### src/rtl/sha1_pad.sv
`default_nettype none
// ----------------------------------------------------------------------------
// sha1_pad : SHA-1 message padder, 32-bit word stream in, 512-bit blocks out.
// Build option: define SHA1_PAD_BSWAP_EN for little-endian input words.
// Revision : 1.0
// ----------------------------------------------------------------------------
module sha1_pad #(
  parameter int LEN_W     = 64,
  parameter int ZERO_FILL = 1
) (
  input  logic         clk,
  input  logic         rst,
  input  logic         in_valid,
  output logic         in_ready,
  input  logic [31:0]  in_data,
  input  logic         in_last,
  input  logic [2:0]   in_nbytes,
  output logic         blk_valid,
  input  logic         blk_ready,
  output logic [511:0] blk_data,
  output logic         blk_first,
  output logic         blk_last
);
  // Only the low 61 count bits can ever reach the 64-bit length field.
  localparam int CNT_W = (LEN_W > 61) ? 61 : LEN_W;

  typedef enum logic [1:0] {
    S_FILL = 2'd0,
    S_PAD  = 2'd1,
    S_EMIT = 2'd2
  } state_e;

  state_e             state_q, state_d;
  logic [3:0]         idx_q, idx_d;
  logic [511:0]       buf_q, buf_d;
  logic [CNT_W-1:0]   cnt_q, cnt_d;
  logic               first_q, first_d;
  logic               mark_q, mark_d;        // 0x80 word still owed
  logic               nolen_q, nolen_d;      // current block has no room for length
  logic               pad_q, pad_d;          // another pad-only block follows emit
  logic               lastblk_q, lastblk_d;

  logic [31:0]        w_word;
  logic [2:0]         w_n;
  logic [31:0]        w_tail;
  logic [63:0]        w_len;
  logic [8:0]         w_off;
  logic               w_nolen;
  logic [31:0]        w_pad_word;

`ifdef SHA1_PAD_BSWAP_EN
  assign w_word = {in_data[7:0], in_data[15:8], in_data[23:16], in_data[31:24]};
`else
  assign w_word = in_data;
`endif

  assign w_n   = (!in_last || (in_nbytes > 3'd4)) ? 3'd4 : in_nbytes;
  assign w_len = 64'({cnt_q, 3'b000});
  assign w_off = {4'd15 - idx_q, 5'd0};

  always_comb begin
    w_tail = w_word;
    case (w_n)
      3'd0:    w_tail = 32'h8000_0000;
      3'd1:    w_tail = {w_word[31:24], 8'h80, 16'h0000};
      3'd2:    w_tail = {w_word[31:16], 8'h80, 8'h00};
      3'd3:    w_tail = {w_word[31:8], 8'h80};
      default: w_tail = w_word;
    endcase
  end

  // A marker written at word 14 or 15 pushes the length into the next block.
  assign w_nolen = mark_q ? (idx_q >= 4'd14) : nolen_q;

  always_comb begin
    w_pad_word = (ZERO_FILL != 0) ? 32'h0 : buf_q[w_off +: 32];
    if (mark_q)
      w_pad_word = 32'h8000_0000;
    else if ((idx_q == 4'd14) && !w_nolen)
      w_pad_word = w_len[63:32];
    else if ((idx_q == 4'd15) && !w_nolen)
      w_pad_word = w_len[31:0];
  end

  always_comb begin
    state_d   = state_q;
    idx_d     = idx_q;
    buf_d     = buf_q;
    cnt_d     = cnt_q;
    first_d   = first_q;
    mark_d    = mark_q;
    nolen_d   = nolen_q;
    pad_d     = pad_q;
    lastblk_d = lastblk_q;
    case (state_q)
      S_FILL: begin
        if (in_valid) begin
          buf_d[w_off +: 32] = in_last ? w_tail : w_word;
          cnt_d = cnt_q + CNT_W'(w_n);
          idx_d = idx_q + 4'd1;
          if (!in_last) begin
            if (idx_q == 4'd15) begin
              state_d   = S_EMIT;
              lastblk_d = 1'b0;
              pad_d     = 1'b0;
            end
          end else begin
            mark_d = (w_n == 3'd4);
            if (idx_q == 4'd15) begin
              state_d   = S_EMIT;
              lastblk_d = 1'b0;
              pad_d     = 1'b1;
              nolen_d   = 1'b0;
            end else begin
              state_d = S_PAD;
              nolen_d = (w_n != 3'd4) && (idx_q == 4'd14);
            end
          end
        end
      end
      S_PAD: begin
        buf_d[w_off +: 32] = w_pad_word;
        mark_d  = 1'b0;
        nolen_d = w_nolen;
        idx_d   = idx_q + 4'd1;
        if (idx_q == 4'd15) begin
          state_d   = S_EMIT;
          lastblk_d = !w_nolen;
          pad_d     = w_nolen;
        end
      end
      S_EMIT: begin
        if (blk_ready) begin
          idx_d   = 4'd0;
          first_d = 1'b0;
          if (pad_q) begin
            state_d = S_PAD;
            pad_d   = 1'b0;
            nolen_d = 1'b0;
          end else begin
            state_d = S_FILL;
          end
          if (lastblk_q) begin
            cnt_d   = '0;
            first_d = 1'b1;
          end
        end
      end
      default: state_d = S_FILL;
    endcase
  end

  always_ff @(posedge clk) begin
    if (rst) begin
      state_q   <= S_FILL;
      idx_q     <= '0;
      buf_q     <= '0;
      cnt_q     <= '0;
      first_q   <= 1'b1;
      mark_q    <= 1'b0;
      nolen_q   <= 1'b0;
      pad_q     <= 1'b0;
      lastblk_q <= 1'b0;
    end else begin
      state_q   <= state_d;
      idx_q     <= idx_d;
      buf_q     <= buf_d;
      cnt_q     <= cnt_d;
      first_q   <= first_d;
      mark_q    <= mark_d;
      nolen_q   <= nolen_d;
      pad_q     <= pad_d;
      lastblk_q <= lastblk_d;
    end
  end

  assign in_ready  = (state_q == S_FILL) && !rst;
  assign blk_valid = (state_q == S_EMIT);
  assign blk_data  = buf_q;
  assign blk_first = (state_q == S_EMIT) && first_q;
  assign blk_last  = (state_q == S_EMIT) && lastblk_q;

endmodule
`default_nettype wire

### config.mk
export PLATFORM = sky130hd
export DESIGN_NAME = sha1_pad
export DESIGN_NICKNAME = d
export VERILOG_FILES = /design/src/rtl/sha1_pad.sv
export SDC_FILE = /design/constraint.sdc
export NUM_CORES = 1
export LEC_CHECK = 0
export ABC_CLOCK_PERIOD_IN_PS = 4400
export CAP_MARGIN = 10
export CELL_PAD_IN_SITES_DETAIL_PLACEMENT = 0
export CELL_PAD_IN_SITES_GLOBAL_PLACEMENT = 1
export CORE_MARGIN = 2
export CORE_UTILIZATION = 37
export DETAILED_ROUTE_END_ITERATION = 8
export PLACE_DENSITY_LB_ADDON = 0.1
export SLEW_MARGIN = 30
export SYNTH_ARGS = -nofsm -noshare
export SYNTH_HDL_FRONTEND = slang
export SYNTH_SLANG_ARGS = --single-unit
### constraint.sdc
create_clock -name clk -period 4.4 [get_ports clk]
set_input_delay 0.88 -clock clk [delete_from_list [all_inputs] [get_ports clk]]
set_output_delay 0.88 -clock clk [all_outputs]
set_load 0.02 [all_outputs]
==> summary.log, run 1 <==
qor: outcome.outcome finished, final reports clean
qor: placed_design.post-dp-hpwl 69200 µm
qor: placed_design.dp_slack 0.537 ns
qor: clocking.cts-hold-fix-buffers 0
qor: timing.post-route-min-period 3.52 ns
qor: worst_setup_path.setup.reg_to_reg.worst_slack 0.88 ns
qor: worst_setup_path.worst_path_max_delay_cell or2_2
qor: detailed_routing.ant_nets 0
qor: finish.syn2layout_area_growth 39.2%
qor: detailed_routing.vias_per_cell 5.64
qor: detailed_routing.drc_errors_left 0
qor: yosys.synthFlopType dfxtp_1
qor: pwr.power_leakage 10.5 nW
qor: worst_setup_path.r2r_cells 6
qor: finish.final_design_area_no_fill 31300 µm²
qor: placed_design.placed_cell_area 29100 µm²
qor: yosys.synthDistinctLibCells 68
qor: floorplanning.core 60200 µm²
qor: yosys.synthesis.nets 2534
qor: clocking.clockBufferDepth 3
qor: worst_setup_path.cp_slowest_stage_delay 0.69 ns
qor: yosys.yosysWarningCount 0
qor: yosys.edff_count_synth 0
qor: grt.antenna_found_initial 11
qor: yosys.postSynth.asyncResetShare 0%
qor: grt.grt_util_all_layers 29.7%
qor: worst_setup_path.worst-path-max-fanout 27
qor: worst_setup_path.worst-endpoint-arrival 4.02 ns
qor: detailed_routing.detailedRoute.firstPassIterationCount 6
qor: placed_design.io_buffers 555
qor: finish.finish.net_count 3028
qor: clocking.cts.reportedPaths.clkPinSlew 0.06 ns
qor: timing.timing.clock.skew 0.0178 ns
qor: timing.max_slew.worst_pin.slew 1.02 ns
qor: yosys.postSynthAreaPerCell 9.05 µm²
qor: yosys.synthDominantCellAreaShare 52.0%
qor: worst_setup_path.critical_path_required_time 4.90 ns
qor: clocking.insertion_delay 0.62 ns
qor: detailed_routing.detailedRoute.firstIterationViolations 2002
qor: worst_setup_path.crit_chain ha_1, xor2_1, nand3_1, or2_2, nor2b_1, a22o_1
qor: pwr.worst_ir_drop_vdd 0.271 mV
qor: clocking.post_cts.repair.setup_buffers 0
qor: detailed_routing.wirelength_per_cell 25.2 µm
qor: grt.grt_start_max_net_pins 100
qor: clocking.sinks_on_clock_net 584
qor: floorplanning.rows 90
qor: floorplanning.fp.dieArea 62800 µm²
qor: clocking.postCtsResizedCells 0
qor: grt.first_global_vias 20300
qor: detailed_routing.routed_via_count 21500
qor: detailed_routing.route.final.wire_length 96000 µm
qor: yosys.postSynthCellCount 2485
qor: floorplanning.floorplan.die.height 251 µm
qor: grt.overflow 0
qor: finish.drive_gt1_share 8.58%
qor: clocking.tritoncts_clock_tree done
qor: floorplanning.ports 556
qor: placed_design.place_congestion 0.927
qor: clocking.cts.root.buffer_cell clkbuf_16
qor: timing.max_freq 0.284 GHz
qor: timing.rsz0062_at_grt false
qor: yosys.synth_top_cells_by_area dfxtp_1, nor2_1, a211oi_1
qor: floorplanning.start_util 37.3%
qor: hold_path.hold_path.class flip-flop to flip-flop
qor: yosys.synth.largest_area_cell dfxtp_1
qor: floorplanning.die_w 251 µm
qor: run.maxCapViolations 0
qor: worst_setup_path.critical_path_class flip-flop to flip-flop
qor: yosys.summed_instance_area_of_the_synthesized_netlist 22500 µm²
qor: timing.period_share 80.0%
qor: timing.worst_slew_margin_rel 31.7%
qor: worst_setup_path.critical_path.endpoint_type flip-flop
qor: timing.layout_setup_ws 0.878 ns
qor: yosys.yosys_register_bits 584
qor: pwr.total_power_divided_by_cell_area 386 nW/µm²
qor: timing.hold_viol 0
qor: clocking.number_of_buffers_added_by_the_clock_tree_synthesis_step 66
qor: worst_setup_path.worstSetupStartpointType flip-flop
qor: hold_path.worstHoldPathCells 2
qor: timing.slew_viol_final 0
qor: yosys.seq_area_frac_synth 52.0%
qor: clocking.htree_levels 3
qor: timing.final_total_negative_setup_slack 0 ns
qor: grt.global_route_wire_length_before_repair 140000 µm
qor: timing.setup_viol 0
==> layer usage <==
layer | global-route usage (%) | wire length [µm]
met5 | 0 | 82
met4 | 11.9 | 4050
met3 | 7.95 | 7960
met2 | 47.4 | 44000
met1 | 38.2 | 39900
==> cell type report <==
cell class	instances	area, µm²
clock inverters	21	213
flip-flops and latches	584	11700
diodes	6	15.0
fillers	5535	29000
clock buffers	97	1970
well taps	782	978
repair buffers	641	6280
inverters	20	75.1
multi-input cells	1666	10100
==> registers in the layout, summed over array words and instances, names as in the netlist <==
signal and cells:
blk_data 512, cnt_q 61, idx_q 4, state_q 2, first_q 1, lastblk_q 1, mark_q 1, nolen_q 1
pad_q 1
==> final timing paths <==
path	startpoint	end
worst min-delay path	blk_data[28]$_SDFFE_PP0P_	blk_data[28]$_SDFFE_PP0P_
worst min register to register	blk_data[28]$_SDFFE_PP0P_	blk_data[28]$_SDFFE_PP0P_
worst max-delay path	idx_q[1]$_SDFFE_PP0P_	blk_data[303]$_SDFFE_PP0P_
worst max register to register	idx_q[1]$_SDFFE_PP0P_	blk_data[303]$_SDFFE_PP0P_
==> where the power goes <==
group	internal, W	switching (W)
Clock	0.00324	0.00232
Combinational	0.000315	0.000831
Sequential	0.00533	0.0000400
==> cell families after synthesis <==
group | count (synthesis) | share of synthesized area [%]
and+or+nand+nor | 910 | 18.6
AOI/OAI and AO/OA | 701 | 22.8
DFF | 584 | 52.0
buffers and inverters | 235 | 4.14
muxes | 24 | 1.08
xor gates and xnor gates | 22 | 0.857
adders and majority gates | 9 | 0.501
==> critical path, delay by kind of cell, from the launching register on <==
kind	cells	cell delay [ns]
XOR/XNOR	1	0.64
adder cells (fa/ha/maj)	1	0.42
flip-flops	1	0.55
AO/OA/AOI/OAI	1	0.29
AND/OR/NAND/NOR	3	1.49
==> cell usage in the layout (no fill, tap or decap), types with 17 or more instances in the layout <==
cell type,Yosys,routed
a211oi_1,170,169
a21oi_1,169,158
a221o_1,17,17
a22o_1,110,110
a22oi_1,119,119
a32o_1,17,17
and3_1,26,26
buf_4,1,77
clkbuf_16,0,68
clkdlybuf4s50_1,0,554
dfxtp_1,584,584
inv_1,20,19
mux2i_1,22,22
nand2_1,233,233
nand3_1,105,105
nand4_1,37,37
nor2_1,349,347
nor3_1,31,22
o21ai_0,20,20
o31ai_1,19,19
or3_1,21,21
or4_1,22,22
==> per-stage QoR <==
stage / hold WS, ns / std cells / utilization (%) / total power, W
5_1_grt: 0.467 / 3812 / 51.9 / 0.0124
6_report: 0.450 / 3817 / 51.9 / 0.0121
3_3_place_gp: 0.441 / 3691 / 48.2 / 0.00661
3_5_place_dp: 0.446 / 3692 / 48.3 / 0.00662
4_1_cts: 0.455 / 3810 / 51.9 / 0.0121
2_1_floorplan: 0.427 / 2485 / - / 0.00604
==> Yosys cell counts, drive strengths merged, types with 21 or more instances <==
master,instances
buf,35
nor2,349
nand3,106
a211oi,170
nand4,38
and3,26
nor3,38
mux2i,22
clkbuf,180
a22oi,119
or3,21
a21oi,169
a22o,110
or4,22
dfxtp,584
nand2,233
(Power assumes the default switching activity.)
==> inputs of run 2 (changes only) <==
ABC_CLOCK_PERIOD_IN_PS = 3200   (was 4400)
CORE_UTILIZATION = 33   (was 37)
clock period = 3.2 ns   (was 4.4 ns; I/O delays follow)
==> run 2 against run 1 <==
Die area grew 12%. Clock power grew 35%. Via count grew 1.0%. Combinational power rose by 49%. Hold slack got worse by 0.077 ns. Critical path type is now flip-flop to output pin. Critical endpoint is now blk_last. Largest cell class unchanged.
==> summary.log, run 2 (synthesis results as in run 1) <==
qor: timing.max_freq 0.331 GHz
qor: clocking.cts-hold-fix-buffers 0 [unchanged]
qor: finish.layout_common_cells dfxtp_1, clkdlybuf4s50_1, nor2_1, nand2_1, a211oi_1
qor: placed_design.post-dp-hpwl 73400 µm [+6.0%]
qor: detailed_routing.vias_per_cell 5.49 [-2.7%]
qor: clocking.clockBufferDepth 3 [unchanged]
qor: pwr.intPower 0.0122 W [+37%]
qor: worst_setup_path.critical_path_required_time 2.56 ns [-2.34 ns]
qor: placed_design.placed_cell_area 29900 µm² [+2.9%]
qor: clocking.sinks_on_clock_net 584 [unchanged]
qor: pwr.clkPwrFrac 45.2% [-0.8 points]
qor: worst_setup_path.crit_chain inv_1, ha_1, buf_4, and2_1, clkdlybuf4s50_1
qor: placed_design.placed_cells 3852 [+4.3%]
qor: finish.fin_cells 3962 [+3.8%]
qor: placed_design.place_congestion 0.905 [-2.3%]
qor: pwr.p_sw 0.00438 W [+37%]
qor: detailed_routing.wirelength_per_cell 25.4 µm [+1.2%]
qor: clocking.cts.root.buffer_cell clkbuf_16
qor: floorplanning.floorplan.die.height 265 µm [+5.8%]
qor: grt.overflow 0 [unchanged]
qor: pwr.combinational_group_share_of_total_power 10.3% [+0.8 points]
qor: timing.setup_viol 0 [unchanged]
qor: timing.post-route-min-period 3.02 ns
qor: timing.final_total_negative_setup_slack 0 ns [unchanged]
qor: outcome.outcome finished, final reports clean
qor: timing.timing.clock.skew 0.0166 ns [-0.00112 ns]
qor: finish.syn2layout_area_growth 42.5%
qor: timing.slew_viol_final 0 [unchanged]
qor: detailed_routing.route.final.wire_length 101000 µm [+5.0%]
qor: grt.first_global_vias 20600 [+1.9%]
qor: worst_setup_path.cp_slowest_stage_delay 0.66 ns [-0.03 ns]
qor: detailed_routing.detailedRoute.firstPassIterationCount 5 [-1]
qor: timing.rsz0062_at_grt false
qor: finish.drive_gt1_share 10.5% [+1.9 points]
qor: timing.hold_viol 0 [unchanged]
qor: finish.final_design_area_no_fill 32000 µm² [+2.4%]
qor: clocking.tritoncts_clock_tree done
qor: detailed_routing.ant_nets 0 [unchanged]
qor: worst_setup_path.worstSetupStartpointType flip-flop
qor: clocking.post_cts.repair.setup_buffers 0 [unchanged]
qor: floorplanning.rows 95 [+5.6%]
qor: timing.period_share 94.4%
qor: floorplanning.start_util 33.4% [-3.9 points]
qor: grt.grt_start_max_net_pins 101 [+1.0%]
qor: worst_setup_path.setup.reg_to_reg.worst_slack 0.26 ns [-0.62 ns]
qor: clocking.postCtsResizedCells 0 [unchanged]
qor: finish.filler_cell_count 6380 [+15%]
qor: timing.worst_slew_margin_rel 36.0% [+4.2 points]
qor: pwr.seq_power_share 44.5% [about the same]
qor: worst_setup_path.worst_path_max_delay_cell clkdlybuf4s50_1
qor: grt.global_route_wire_length_before_repair 146000 µm [+3.9%]
qor: floorplanning.fp.dieArea 70200 µm² [+12%]
qor: finish.layout_commonest_cell dfxtp_1
qor: worst_setup_path.critical_path.n_buffers_inverters 3 [+3]
qor: placed_design.io_buffers 555 [unchanged]
qor: worst_setup_path.worst-path-max-fanout 11 [-59%]
qor: worst_setup_path.critical_path.endpoint_type output pin
qor: worst_setup_path.worst-endpoint-arrival 2.38 ns [-1.64 ns]
qor: worst_setup_path.r2r_start idx_q[1]$_SDFFE_PP0P_
qor: finish.utilization 47.6% [-4.3 points]
qor: timing.max_slew.worst_pin.slew 0.950 ns [-0.0709 ns]
qor: hold_path.hold_path.class input pin to flip-flop
qor: grt.antenna_found_initial 11 [unchanged]
qor: floorplanning.ports 556 [unchanged]
qor: finish.largest_register_ffs 512 [unchanged]
qor: hold_path.hold_path.startpoint rst
qor: pwr.total_power_divided_by_cell_area 518 nW/µm² [+34%]
qor: floorplanning.core 67300 µm² [+12%]
qor: run.maxCapViolations 0 [unchanged]
qor: clocking.htree_levels 3 [unchanged]
qor: detailed_routing.routed_via_count 21700 [+1.0%]
qor: detailed_routing.drc_errors_left 0 [unchanged]
qor: clocking.cts.reportedPaths.clkPinSlew 0.06 ns [about the same]
qor: floorplanning.die_w 265 µm [+5.8%]
qor: worst_setup_path.critical_path.top_delay_family buffers and inverters
qor: worst_setup_path.critical_path_class flip-flop to output pin
qor: grt.grt_util_all_layers 27.8% [-2.0 points]
qor: pwr.power.share.switching 26.4% [about the same]
qor: pwr.worst_ir_drop_vdd 0.296 mV [+9.0%]
qor: finish.finish.net_count 3098 [+2.3%]
qor: pwr.power_leakage 10.9 nW [+3.4%]
qor: clocking.number_of_buffers_added_by_the_clock_tree_synthesis_step 68 [+3.0%]
qor: worst_setup_path.worst_setup_path_startpoint state_q[0]$_SDFFE_PP0P_
qor: clocking.insertion_delay 0.61 ns [about the same]
qor: detailed_routing.detailedRoute.firstIterationViolations 1877 [-6.2%]
run 2: power groups by stage:
stage	clock (W)	sequential [W]	combinational, W
5_1_grt	0.00794	0.00740	0.00179
2_1_floorplan	0	0.00759	0.000726
3_3_place_gp	0	0.00755	0.00168
4_1_cts	0.00765	0.00739	0.00170
6_report	0.00750	0.00739	0.00171
3_5_place_dp	0	0.00755	0.00169
run 2: path summary, 6_finish.rpt:
check | endpoint | cells past startpoint
hold reg to reg | blk_data[409]$_SDFFE_PP0P_ | 2
setup reg to reg | blk_data[312]$_SDFFE_PP0P_ | 7
setup / recovery | blk_last | 5
hold / removal | blk_data[244]$_SDFFE_PP0P_ | 2
run 2: per-layer routing:
layer  routed length (µm)  vias up  GRT usage, %
met3                 7480      160          7.10
met2                47000      829          44.8
li1                     -    10200             -
met1                42500    10600          35.6
met5                  108        -             0
met4                 3710       16          10.8
run 2: cell type report:
| class | count | area [µm²] | share of cell area (%) |
|---|---|---|---|
| Tap cell | 873 | 1090 | 3.41 |
| Clock inverter | 16 | 176 | 0.551 |
| Timing Repair Buffer | 709 | 6970 | 21.8 |
| Inverter | 20 | 75.1 | 0.234 |
| Sequential cell | 584 | 11700 | 36.5 |
| Clock buffer | 92 | 1920 | 6.00 |
| Multi-Input combinational cell | 1666 | 10100 | 31.5 |
| Antenna cell | 2 | 5.00 | 0.0156 |
run 2: per-stage QoR:
stage / total power (W) / worst slack, ns / hold slack (ns)
finish: 0.0166 / 0.179 / 0.373
global route: 0.0171 / 0.0521 / 0.360
CTS: 0.0167 / 0.139 / 0.333
detailed placement: 0.00924 / -0.111 / 0.446
global placement: 0.00923 / -0.129 / 0.442
floorplan: 0.00832 / 0.000959 / 0.427
